## src/rtl/ref_row_streamer_pkg.sv

```systemverilog
// Shared constants and FSM encoding for the reference row streamer.
// The block height covers 8 output rows plus the 7 extra rows the 8-tap filter needs.
package ref_row_streamer_pkg;

  localparam int PIX_W       = 8;
  localparam int ROW_PIX     = 15;
  localparam int BLK_ROWS    = 8;
  localparam int FILTER_TAPS = 7;
  localparam int ROWS        = BLK_ROWS + FILTER_TAPS;

  typedef enum logic [1:0] {
    ST_IDLE  = 2'd0,
    ST_FETCH = 2'd1,
    ST_DRAIN = 2'd2,
    ST_FIN   = 2'd3
  } state_e;

endpackage

```

## src/rtl/ref_row_streamer_fifo.sv

```systemverilog
// Two-entry first-word-fall-through row FIFO; head is the oldest entry.
// A push and a pop in the same cycle are accepted at any occupancy.
module row_fifo2 #(
  parameter int WIDTH = 120
) (
  input  logic             clk,
  input  logic             rst,
  input  logic             push,
  input  logic [WIDTH-1:0] wdata,
  input  logic             pop,
  output logic [1:0]       occ,
  output logic [WIDTH-1:0] head
);

  logic [WIDTH-1:0] entry_q [2];
  logic [WIDTH-1:0] entry_d [2];
  logic             wr_ptr_q, wr_ptr_d;
  logic             rd_ptr_q, rd_ptr_d;
  logic [1:0]       occ_q, occ_d;
  logic             pop_ok;
  logic             push_ok;

  always_comb begin
    pop_ok   = pop && (occ_q != 2'd0);
    // A full FIFO can still take a write when the head leaves in the same cycle.
    push_ok  = push && ((occ_q != 2'd2) || pop_ok);
    entry_d  = entry_q;
    wr_ptr_d = wr_ptr_q;
    rd_ptr_d = rd_ptr_q;
    occ_d    = occ_q;
    if (push_ok) begin
      entry_d[wr_ptr_q] = wdata;
      wr_ptr_d          = ~wr_ptr_q;
    end
    if (pop_ok) begin
      rd_ptr_d = ~rd_ptr_q;
    end
    occ_d = occ_q + {1'b0, push_ok} - {1'b0, pop_ok};
  end

  always_ff @(posedge clk) begin
    if (!rst) begin
      entry_q[0] <= '0;
      entry_q[1] <= '0;
      wr_ptr_q   <= 1'b0;
      rd_ptr_q   <= 1'b0;
      occ_q      <= 2'd0;
    end else begin
      entry_q  <= entry_d;
      wr_ptr_q <= wr_ptr_d;
      rd_ptr_q <= rd_ptr_d;
      occ_q    <= occ_d;
    end
  end

  assign occ  = occ_q;
  assign head = entry_q[rd_ptr_q];

endmodule

```

## src/rtl/ref_row_streamer.sv

```systemverilog
// Fetches a ROWS x ROW_PIX reference block row by row, clamping row indices to the
// picture, and streams the rows to the interpolator over a valid/ready handshake.
module ref_row_streamer
  import ref_row_streamer_pkg::*;
#(
  parameter int PIC_ROWS = 64,
  parameter int ADDR_W   = 8,
  parameter int Y_W      = 9
) (
  input  logic                     clk,
  input  logic                     rst,
  input  logic                     start,
  input  logic [Y_W-1:0]           start_y,
  output logic                     busy,
  output logic                     done,
  output logic                     mem_rd,
  output logic [ADDR_W-1:0]        mem_addr,
  input  logic [ROW_PIX*PIX_W-1:0] mem_rdata,
  output logic [ROW_PIX*PIX_W-1:0] in_row,
  output logic                     row_valid,
  input  logic                     row_ready,
  output logic [7:0]               row_idx
);

  localparam int ROW_W = ROW_PIX * PIX_W;
  localparam int CNT_W = 5;
  localparam logic [CNT_W-1:0]   LAST_ROW    = CNT_W'(ROWS - 1);
  localparam logic signed [Y_W:0] PIC_ROWS_S = (Y_W + 1)'(PIC_ROWS);
  localparam logic [ADDR_W-1:0]  BOTTOM_ADDR = ADDR_W'(PIC_ROWS - 1);

  state_e           state_q, state_d;
  logic [Y_W-1:0]   start_y_q, start_y_d;
  logic [CNT_W-1:0] issue_q, issue_d;
  logic [CNT_W-1:0] xfer_q, xfer_d;
  logic             inflight_q, inflight_d;
  logic             busy_q, busy_d;
  logic             done_q, done_d;

  logic [1:0]       fifo_occ;
  logic [ROW_W-1:0] fifo_head;
  logic             pop;
  logic [2:0]       buffered;
  logic             issue_ok;
  logic signed [Y_W:0] y_ext;
  logic [ADDR_W-1:0]   clamp_addr;

  row_fifo2 #(.WIDTH(ROW_W)) u_fifo (
    .clk   (clk),
    .rst   (rst),
    .push  (inflight_q),
    .wdata (mem_rdata),
    .pop   (pop),
    .occ   (fifo_occ),
    .head  (fifo_head)
  );

  assign row_valid = (fifo_occ != 2'd0);
  assign pop       = row_valid && row_ready;
  assign in_row    = fifo_head;
  assign row_idx   = {{(8 - CNT_W){1'b0}}, xfer_q};

  // Count the row already in flight so returning data always finds a free slot.
  assign buffered = {1'b0, fifo_occ} + {2'b00, inflight_q};
  assign issue_ok = buffered < (3'd2 + {2'b00, pop});
  assign mem_rd   = (state_q == ST_FETCH) && issue_ok;

  // Vertical padding: rows above the picture repeat row 0, rows below repeat the last.
  assign y_ext = $signed({start_y_q[Y_W-1], start_y_q})
               + $signed({{(Y_W + 1 - CNT_W){1'b0}}, issue_q});

  always_comb begin
    if (y_ext < 0) begin
      clamp_addr = '0;
    end else if (y_ext >= PIC_ROWS_S) begin
      clamp_addr = BOTTOM_ADDR;
    end else begin
      clamp_addr = y_ext[ADDR_W-1:0];
    end
  end

  assign mem_addr = mem_rd ? clamp_addr : '0;

  always_comb begin
    state_d    = state_q;
    start_y_d  = start_y_q;
    issue_d    = issue_q;
    xfer_d     = xfer_q;
    inflight_d = mem_rd;

    if (pop) begin
      xfer_d = xfer_q + 1'b1;
    end

    case (state_q)
      ST_IDLE: begin
        if (start) begin
          start_y_d = start_y;
          issue_d   = '0;
          xfer_d    = '0;
          state_d   = ST_FETCH;
        end
      end
      ST_FETCH: begin
        if (mem_rd) begin
          issue_d = issue_q + 1'b1;
          if (issue_q == LAST_ROW) begin
            state_d = ST_DRAIN;
          end
        end
      end
      ST_DRAIN: begin
        if (pop && (xfer_q == LAST_ROW)) begin
          state_d = ST_FIN;
        end
      end
      ST_FIN: begin
        state_d = ST_IDLE;
      end
      default: begin
        state_d = ST_IDLE;
      end
    endcase

    busy_d = (state_d == ST_FETCH) || (state_d == ST_DRAIN);
    done_d = (state_d == ST_FIN);
  end

  always_ff @(posedge clk) begin
    if (!rst) begin
      state_q    <= ST_IDLE;
      start_y_q  <= '0;
      issue_q    <= '0;
      xfer_q     <= '0;
      inflight_q <= 1'b0;
      busy_q     <= 1'b0;
      done_q     <= 1'b0;
    end else begin
      state_q    <= state_d;
      start_y_q  <= start_y_d;
      issue_q    <= issue_d;
      xfer_q     <= xfer_d;
      inflight_q <= inflight_d;
      busy_q     <= busy_d;
      done_q     <= done_d;
    end
  end

  assign busy = busy_q;
  assign done = done_q;

endmodule

```

## config.mk

```make
export PLATFORM = sky130hd
export DESIGN_NAME = ref_row_streamer
export DESIGN_NICKNAME = d
export VERILOG_FILES = /design/src/rtl/ref_row_streamer_pkg.sv /design/src/rtl/ref_row_streamer_fifo.sv /design/src/rtl/ref_row_streamer.sv
export SDC_FILE = /design/constraint.sdc
export NUM_CORES = 1
export LEC_CHECK = 0
export CAP_MARGIN = 5
export CORE_ASPECT_RATIO = 1.25
export CORE_MARGIN = 8
export CORE_UTILIZATION = 38
export DETAILED_ROUTE_END_ITERATION = 8
export HOLD_SLACK_MARGIN = 0.06
export PLACE_DENSITY_LB_ADDON = 0.05
export SLEW_MARGIN = 20
export SYNTH_ARGS = -nofsm -noshare
export SYNTH_HDL_FRONTEND = slang
export SYNTH_SLANG_ARGS = --single-unit
```

## constraint.sdc

```tcl
create_clock -name clk -period 6.1 [get_ports clk]
set_clock_uncertainty 0.05 [all_clocks]
set_input_delay 0.61 -clock clk [delete_from_list [all_inputs] [get_ports clk]]
set_output_delay 0.61 -clock clk [all_outputs]
set_load 0.05 [all_outputs]
```

==> metrics.yaml <==
timing:
  post-route-period-util_pct: 65.3
  finalSetupViolCount: 0
  whs_ns: 0.401
  grt_setup_unrepaired: "false"
  fin_crit_ns: 3.99
  worstMarginPinSlew_ns: 1.04
  setup_tns_ns: 0
  setup_ws_ns: 2.11
  max-slew-margin-rel_pct: 30.7
  hold_viol_final: 0
  report.final.slew_viol_count: 0
  fmax_mhz: 251
grt:
  antenna_found_initial: 4
  track_usage_pct: 17.6
  grt_pass1_vias: 9486
  gr-total-overflow: 0
  grt_max_degree: 132
  grt_pass1_wl_um: 51600
finish:
  areaGrowthSynthToFinish_pct: 32.6
  final_util_pct: 51.1
  fin_cells: 1990
  fin_nets: 1718
  drive_above_1_share_pct: 12.0
synth:
  netlist_instances: 1360
  ys_ff_latch: 268
  syn-cell-area_sq_mm: 0.0113
  yosysMostFrequentCell: "nand2_1"
  synth_top_cell_area_share_pct: 47.5
  yosysWarnings: 0
  async_flop_share_pct: 0
  yosys-top-cells-count: "nand2_1, dfxtp_1, a21oi_1, mux2_2, clkbuf_1"
  synth_edf_count: 0
  synth_area_leaders: "dfxtp_1, nand2_1, mux2_2"
  syn_area_per_cell_sq_um: 8.30
  yosys.area.top_type: "dfxtp_1"
  ys.flop_type: "dfxtp_1"
  ys_seq_area_share_pct: 47.5
  ys_types: 44
critical_path:
  cpPeakStageDelay_ns: 0.72
  required_ns: 5.44
  critPathKind: "reg -> out"
  crit_chain: "ha_1, fa_1, a211oi_1, o21ai_0, or3_1, a22oi_2, a21oi_1, clkdlybuf4s50_1"
  worstPathMaxFanout: 6
  crit_path_end_kind: "output port"
  worstPathArrival_ns: 3.33
  r2r_setup_slack_ns: 3.37
  start_kind: "flip-flop"
  slowest_stage: "clkdlybuf4s50_1"
clocking:
  cts_resized: 0
  cts_tree: "yes"
  holdBufCountCts: 0
  path_clk_slew_ns: 0.06
  postCtsSetupRepairBufs: 0
  root_buffer: "clkbuf_16"
  clock_path_buffers: 3
  clkLatencyLatePin_ns: 0.53
  htree_levels: 1
  cts_made_buffers: 29
  cts_sinks: 268
die:
  start_util_pct: 38.6
  rows: 70
  pin_count: 273
  die_height_um: 209
  fp.dieArea_sq_mm: 0.0355
  die_x_um: 170
  core_sq_mm: 0.0293
route:
  vias_per_cell: 4.82
  detail_route.wl_per_cell_um: 16.3
  wirelength_um: 32500
  route.detailed.drc: 0
  detailedRoute.firstPassIterationCount: 7
  final_antenna_net_count: 0
  num_vias: 9582
  drt-initial-drc-count: 463
power:
  leakagePower_uw: 0.00528
  ir_drop_mv: 0.239
  power_density_mw_per_mm2: 317
run:
  cap_viol_max_count: 0
worst_hold_path:
  hold_path.class: "reg -> reg"
placed_design:
  place_ws_ns: 2.67
  hpwl_um: 20300
  place_inst: 1935
  gp_congestion: 0.747
  io_buffers: 267
run_status:
  outcome: "finished, final reports clean"
==> worst max-delay path, delay by kind of cell, from the launching register on <==
family          cells  cell delay, ns
simple gates        1            0.33
fa+ha+maj           2            0.66
compound gates      4            0.72
buf+inv             1            0.72
flops               1            0.35
==> logic make-up after synthesis <==
| logic type | share of synthesized area [%] |
|---|---|
| multiplexers | 12.0 |
| other | 0.0332 |
| XOR/XNOR | 1.01 |
| AND/OR/NAND/NOR | 19.0 |
| buffers and inverters | 5.59 |
| AO/OA/AOI/OAI | 13.2 |
| adder cells (fa/ha/maj) | 1.73 |
| flip-flops | 47.5 |
==> flip-flops by register name (all words and copies together), names as in the netlist <==
| name | count |
|---|---|
| issue_q | 5 |
| u_fifo.rd_ptr_q | 1 |
| inflight_q | 1 |
| xfer_q | 5 |
| u_fifo.entry_q | 240 |
| u_fifo.wr_ptr_q | 1 |
| start_y_q | 9 |
| u_fifo.occ | 2 |
| busy | 1 |
| state_q | 2 |
| done | 1 |
==> layout by cell type, fill, tap and decap left out, types with 8 or more instances in the layout <==
| cell | n |
|---|---|
| dfxtp_1 | 267 |
| nand2_1 | 508 |
| xor2_1 | 8 |
| nor2_1 | 12 |
| inv_1 | 8 |
| clkbuf_16 | 29 |
| a21oi_1 | 263 |
| clkdlybuf4s50_1 | 267 |
| mux2_2 | 120 |
| ha_1 | 14 |
| clkbuf_8 | 11 |
==> stage by stage <==
step / total power (uW) / cell area (sq um)
6_report: 4750 / 15000
5_1_grt: 4970 / 15000
4_1_cts: 4820 / 15000
3_5_place_dp: 3050 / 14000
3_3_place_gp: 3040 / 14000
2_1_floorplan: 2680 / 11300
==> power breakdown <==
group | switching [uW] | internal (uW)
Clock | 706 | 1050
Combinational | 653 | 413
Sequential | 91.6 | 1830
==> layer usage <==
layer,track usage [%],routed length (um)
met3,5.11,2410
met2,29.7,15400
met1,21.7,14200
met5,0,27
met4,4.42,482
==> path summary, 6_finish.rpt <==
| path | from | endpoint | depth (start not counted) |
|---|---|---|---|
| setup reg to reg | u_fifo.occ[1]$_SDFF_PN0_ | u_fifo.entry_q[138]$_SDFFE_PN0P_ | 7 |
| hold / removal | u_fifo.entry_q[224]$_SDFFE_PN0P_ | u_fifo.entry_q[224]$_SDFFE_PN0P_ | 2 |
| hold reg to reg | u_fifo.entry_q[224]$_SDFFE_PN0P_ | u_fifo.entry_q[224]$_SDFFE_PN0P_ | 2 |
| setup / recovery | issue_q[0]$_SDFFE_PN0P_ | mem_addr[0] | 8 |
==> final cells by class <==
type	count	area (sq um)
Sequential cell	268	5370
Inverter	12	50.0
Multi-Input combinational cell	985	5330
Timing Repair Buffer	274	2740
Clock buffer	45	896
Fill cell	2939	14300
Tap cell	396	495
Antenna cell	2	5.00
Clock inverter	8	77.6
Note: power is estimated with default switching activity, not from simulation.
